==> src/rtl/bsg_mcl_rcv_drain_arbiter.sv <==
// Round-robin drain scheduler: captures whole packets from parallel receive FIFOs and
// serializes them LSB word first onto one host read channel. Optional: BSG_MCL_DRAIN_PKT_COUNT_EN.
module bsg_mcl_rcv_drain_arbiter #(
    parameter int num_slots_p  = 4,
    parameter int fifo_width_p = 128,
    parameter int word_width_p = 32,
    localparam int els_lp        = fifo_width_p / word_width_p,
    localparam int slot_width_lp = (num_slots_p > 1) ? $clog2(num_slots_p) : 1,
    localparam int beat_width_lp = (els_lp > 1) ? $clog2(els_lp) : 1
) (
    input  logic                                clk_i,
    input  logic                                reset_n_i,
    input  logic [num_slots_p-1:0]              v_i,
    input  logic [num_slots_p*fifo_width_p-1:0] data_i,
    output logic [num_slots_p-1:0]              yumi_o,
    output logic                                v_o,
    output logic [word_width_p-1:0]             data_o,
    output logic [slot_width_lp-1:0]            slot_o,
    output logic                                last_o,
    input  logic                                yumi_i,
    output logic                                busy_o,
    output logic [31:0]                         pkt_count_o
);

    typedef enum logic {
        IDLE = 1'b0,
        SEND = 1'b1
    } state_e;

    state_e                    state_r;
    logic [slot_width_lp-1:0]  rr_ptr_r;
    logic [slot_width_lp-1:0]  slot_r;
    logic [beat_width_lp-1:0]  beat_r;
    logic [fifo_width_p-1:0]   pkt_r;

    logic [slot_width_lp-1:0]  grant;
    logic [slot_width_lp-1:0]  rr_next;
    logic [31:0]               scan_idx;
    logic                      found;
    logic                      any_v;
    logic                      last_beat;
    logic                      pkt_done;
    logic                      capture_en;
    logic [fifo_width_p-1:0]   grant_data;

    assign any_v = |v_i;

    // Scan slots starting at rr_ptr and wrapping; the first valid slot wins.
    always_comb begin
        grant    = '0;
        found    = 1'b0;
        scan_idx = '0;
        for (int unsigned i = 0; i < num_slots_p; i++) begin
            scan_idx = 32'(rr_ptr_r) + i;
            if (scan_idx >= 32'(num_slots_p)) begin
                scan_idx = scan_idx - 32'(num_slots_p);
            end
            if (!found && v_i[slot_width_lp'(scan_idx)]) begin
                found = 1'b1;
                grant = slot_width_lp'(scan_idx);
            end
        end
    end

    assign rr_next = (grant == slot_width_lp'(num_slots_p - 1)) ? '0 : grant + 1'b1;

    always_comb begin
        grant_data = '0;
        for (int unsigned i = 0; i < num_slots_p; i++) begin
            if (grant == slot_width_lp'(i)) begin
                grant_data = data_i[i*fifo_width_p +: fifo_width_p];
            end
        end
    end

    assign last_beat = (state_r == SEND) && (beat_r == beat_width_lp'(els_lp - 1));
    assign pkt_done  = last_beat && yumi_i;

    // Gated by reset so a dequeue can never be issued while the block is held in reset.
    assign capture_en = reset_n_i && any_v && ((state_r == IDLE) || pkt_done);

    always_comb begin
        yumi_o = '0;
        if (capture_en) begin
            yumi_o[grant] = 1'b1;
        end
    end

    always_ff @(posedge clk_i or negedge reset_n_i) begin
        if (!reset_n_i) begin
            state_r  <= IDLE;
            rr_ptr_r <= '0;
            slot_r   <= '0;
            beat_r   <= '0;
            pkt_r    <= '0;
        end else if (capture_en) begin
            state_r  <= SEND;
            pkt_r    <= grant_data;
            slot_r   <= grant;
            beat_r   <= '0;
            rr_ptr_r <= rr_next;
        end else if ((state_r == SEND) && yumi_i) begin
            if (last_beat) begin
                state_r <= IDLE;
            end else begin
                beat_r <= beat_r + 1'b1;
            end
        end
    end

    always_comb begin
        data_o = '0;
        for (int unsigned i = 0; i < els_lp; i++) begin
            if (beat_r == beat_width_lp'(i)) begin
                data_o = pkt_r[i*word_width_p +: word_width_p];
            end
        end
    end

    assign v_o    = (state_r == SEND);
    assign busy_o = (state_r == SEND);
    assign last_o = last_beat;
    assign slot_o = slot_r;

`ifdef BSG_MCL_DRAIN_PKT_COUNT_EN
    logic [31:0] pkt_count_r;

    always_ff @(posedge clk_i or negedge reset_n_i) begin
        if (!reset_n_i) begin
            pkt_count_r <= '0;
        end else if (pkt_done) begin
            pkt_count_r <= pkt_count_r + 32'd1;
        end
    end

    assign pkt_count_o = pkt_count_r;
`else
    assign pkt_count_o = '0;
`endif

    host_yumi_needs_valid: assert property (
        @(posedge clk_i) disable iff (!reset_n_i) yumi_i |-> v_o
    );

endmodule

==> config.mk <==
export PLATFORM = sky130hd
export DESIGN_NAME = bsg_mcl_rcv_drain_arbiter
export DESIGN_NICKNAME = d
export VERILOG_FILES = /design/src/rtl/bsg_mcl_rcv_drain_arbiter.sv
export SDC_FILE = /design/constraint.sdc
export NUM_CORES = 1
export LEC_CHECK = 0
export CORE_AREA = 10 10 225 227
export CTS_BUF_LIST = sky130_fd_sc_hd__clkbuf_16
export CTS_CLUSTER_DIAMETER = 60
export DETAILED_ROUTE_END_ITERATION = 16
export DIE_AREA = 0 0 235 237
export HOLD_SLACK_MARGIN = 0.12
export PLACE_DENSITY = 0.48
export SETUP_SLACK_MARGIN = 0.1
export SYNTH_ARGS = -nofsm -noshare
export SYNTH_HDL_FRONTEND = slang
export SYNTH_SLANG_ARGS = --single-unit
==> constraint.sdc <==
create_clock -name clk_i -period 2.7 [get_ports clk_i]
set_input_delay 0.27 -clock clk_i [delete_from_list [all_inputs] [get_ports clk_i]]
set_output_delay 0.27 -clock clk_i [all_outputs]
set_load 0.03 [all_outputs]
==> flow_metrics.env <==
export IMPL_ios=592
export IMPL_synthesis_area_sq_um=9820
export IMPL_setup_violations_final=0
export IMPL_fin_crit_ps=2620
export IMPL_die_x_um=235
export IMPL_place_gp_congestion=0.800
export IMPL_synthArstFlopShare_pct=100
export IMPL_finClkSkew_ps=14.9
export IMPL_crit_slowest_cell="dfrtp_2"
export IMPL_wl_per_cell_um=28.9
export IMPL_grt_use_total_pct=21.4
export IMPL_grt_pass1_wl_um=88900
export IMPL_dieArea_sq_um=55700
export IMPL_synth_commonest_cells="159 x a221oi_1, 159 x nor2b_1, 159 x o31ai_1, 135 x dfrtp_1, 131 x o21ai_0"
export IMPL_cp_required_ps=2430
export IMPL_synthCells=1139
export IMPL_leakage_nw=7.37
export IMPL_areaGrowthSynthToFinish_pct=98.8
export IMPL_post_route_period_util_pct=96.9
export IMPL_fin_cells=2345
export IMPL_worst_path_most_repeated_cell="buf_12"
export IMPL_synth_top_area_share_pct=34.4
export IMPL_avgSynthCellArea_sq_um=8.62
export IMPL_nNetsFinal=2251
export IMPL_via_per_inst=5.23
export IMPL_hold_class="in2async"
export IMPL_synth_seq_cells=135
export IMPL_clk_pin_slew_ps=60
export IMPL_wl_um=67800
export IMPL_final_max_slew_viol_count=0
export IMPL_fin_ws_ps=83.5
export IMPL_setup_worst_path_start_class="flip-flop"
export IMPL_grt_antenna_before_repair=4
export IMPL_outcome="complete, no violations"
export IMPL_place_inst=2255
export IMPL_p_switching_mw=10.4
export IMPL_initial_utilization_pct=21.3
export IMPL_fill_cells=4547
export IMPL_clock_root_buffer="clkbuf_16"
export IMPL_cts_tree="built"
export IMPL_endpoint_kind="primary output"
export IMPL_cts_htree_levels=4
export IMPL_crit_chain="inv_4 -> ha_4 -> nor2b_4 -> buf_12 -> buf_12 -> buf_16 -> a221oi_4 -> o31ai_2 -> clkbuf_16"
export IMPL_placement_io_buffers=559
export IMPL_grt_pass1_vias=12800
export IMPL_worst_pin_slew_ps=849
export IMPL_relSlewSlack_pct=43.4
export IMPL_layout_drive_gt1_share_pct=21.5
export IMPL_peakVddDrop_v=0.000458
export IMPL_clkPwrFrac_pct=10.8
export IMPL_synth_edf_count=0
export IMPL_synth_seq_area_share_pct=34.4
export IMPL_p_comb_share_pct=71.6
export IMPL_clock_fmax_ghz=0.382
export IMPL_rsz0062_at_grt="yes"
export IMPL_p_per_area_nw_per_um2=1140
export IMPL_hpwl_um=50800
export IMPL_yosys_warnings=0
export IMPL_seq_power_share_pct=17.5
export IMPL_detail_route_iter0_violations=931
export IMPL_die_y_um=237
export IMPL_grt_max_degree=122
export IMPL_clockBufferDepth=2
export IMPL_vias=12300
export IMPL_synthFlopType="dfrtp_1"
export IMPL_post_route_drc_count=0
export IMPL_clk_latency_ps=450
export IMPL_p_total_mw=22.2
export IMPL_drv_cap=0
export IMPL_core_area_sq_um=46200
export IMPL_finalHoldViolCount=0
export IMPL_p_int_mw=11.8
export IMPL_dp_slack_ps=-209
export IMPL_sw_frac_of_total_pct=46.8
export IMPL_clkSinkCount=135
export IMPL_ant_nets=0
export IMPL_synth_area_leaders="dfrtp_1 34%, a221oi_1 14%, o31ai_1 12%"
export IMPL_cts_buffers=17
export IMPL_synth_top_area_cell="dfrtp_1"
export IMPL_overflow=0
export IMPL_cp_max_fo=6
export IMPL_dr_pass1_iters=6
export IMPL_criticalPathCategory="reg2out"
export IMPL_rows=79
export IMPL_synthDistinctLibCells=33
export IMPL_cp_data_arrival_time_ps=2350
export IMPL_slowest_delay_ps=470
-- metal layers --
| metal | part of all wire (%) | global-route usage [%] |
|---|---|---|
| met5 | 0.096 | 0 |
| met1 | 42 | 25.2 |
| met4 | 0.86 | 3.09 |
| met3 | 6.0 | 6.07 |
| met2 | 51 | 38.4 |
-- critical path: cells and delay by family, from the launching register on --
| family | cells | cell delay, ps |
|---|---|---|
| flops | 1 | 470 |
| simple gates | 1 | 230 |
| buf+inv | 5 | 690 |
| compound gates | 2 | 400 |
| fa+ha+maj | 1 | 130 |
-- placed cells by master (no fill, tap or decap), drive strengths merged, types with 4 or more instances in the layout --
cell           netlist  final
and2                 4      4
o31ai              159    159
ha                   8      8
a221oi             159    159
dfrtp              135    135
o22ai              128    128
o21ai              133    133
nor2b              159    159
nor2                 4      4
inv                 10     10
clkinv               0     11
clkdlybuf4s50        0    522
clkbuf             121     31
buf                 60    177
conb                 1     32
nand2               34     34
-- per-stage QoR --
| step | hold slack, ps | area (sq um) | util [%] | setup TNS (ps) |
|---|---|---|---|---|
| detailed placement | 111 | 16800 | 36.4 | -13630 |
| global route | 238 | 19500 | 42.3 | -45.7 |
| finish | 249 | 19500 | 42.3 | 0 |
| CTS | 213 | 18200 | 39.3 | 0 |
| global placement | 111 | 16800 | 36.4 | -9270 |
| floorplan | -25.6 | 9940 | - | 0 |
-- state kept, by name (all words and copies together) (netlist names) --
name	cells
rr_ptr_r	2
busy_o	1
pkt_r	128
beat_r	2
slot_o	2
-- timing repair --
item	in CTS	in global routing
gates resized for setup	98	129
pin swaps	12	38
setup endpoints to repair	34	120
hold endpoints to repair	27	0
hold buffers	1	0
buffers inserted	14	25
gates cloned	4	13
-- final cells by class --
type                            count  area (sq um)  area share (%)
Timing Repair Buffer              716          7840            40.1
Multi-Input combinational cell    844          6910            35.4
Sequential cell                   135          3380            17.3
Tap cell                          607           759            3.89
Clock buffer                       17           425            2.18
Clock inverter                     15           161           0.827
Inverter                           10          50.0           0.256
Antenna cell                        1          2.50          0.0128
-- logic make-up after synthesis --
logic type | Yosys count | share of synthesized area [%]
DFF | 135 | 34.4
muxes | 4 | 0.446
adders and majority gates | 8 | 1.02
buffers and inverters | 191 | 9.28
AOI/OAI and AO/OA | 591 | 42.4
other | 1 | 0.0382
and+or+nand+nor | 209 | 12.4
-- final timing paths --
| path | startpoint | end | slack [ps] | cells after the start |
|---|---|---|---|---|
| worst max-delay path | beat_r[0] | data_o[6] | 80 | 9 |
| max in group asynchronous | reset_n_i | rr_ptr_r[1] | 1140 | 4 |
| min in group clk_i | data_i[289] | pkt_r[33] | 460 | 3 |
| worst max register to register | rr_ptr_r[1] | pkt_r[60] | 150 | 10 |
| worst min register to register | pkt_r[74] | pkt_r[74] | 510 | 2 |
| worst min-delay path | reset_n_i | pkt_r[78] | 250 | 2 |
-- power by group through the flow --
| stage | logic [mW] | clock network, mW | registers, mW |
|---|---|---|---|
| CTS | 13.6 | 2.44 | 3.80 |
| global placement | 12.3 | 0 | 3.71 |
| floorplan | 6.13 | 0 | 3.25 |
| global route | 16.8 | 2.54 | 3.96 |
| detailed placement | 12.4 | 0 | 3.72 |
| finish | 15.9 | 2.40 | 3.89 |
(Power assumes the default switching activity.)
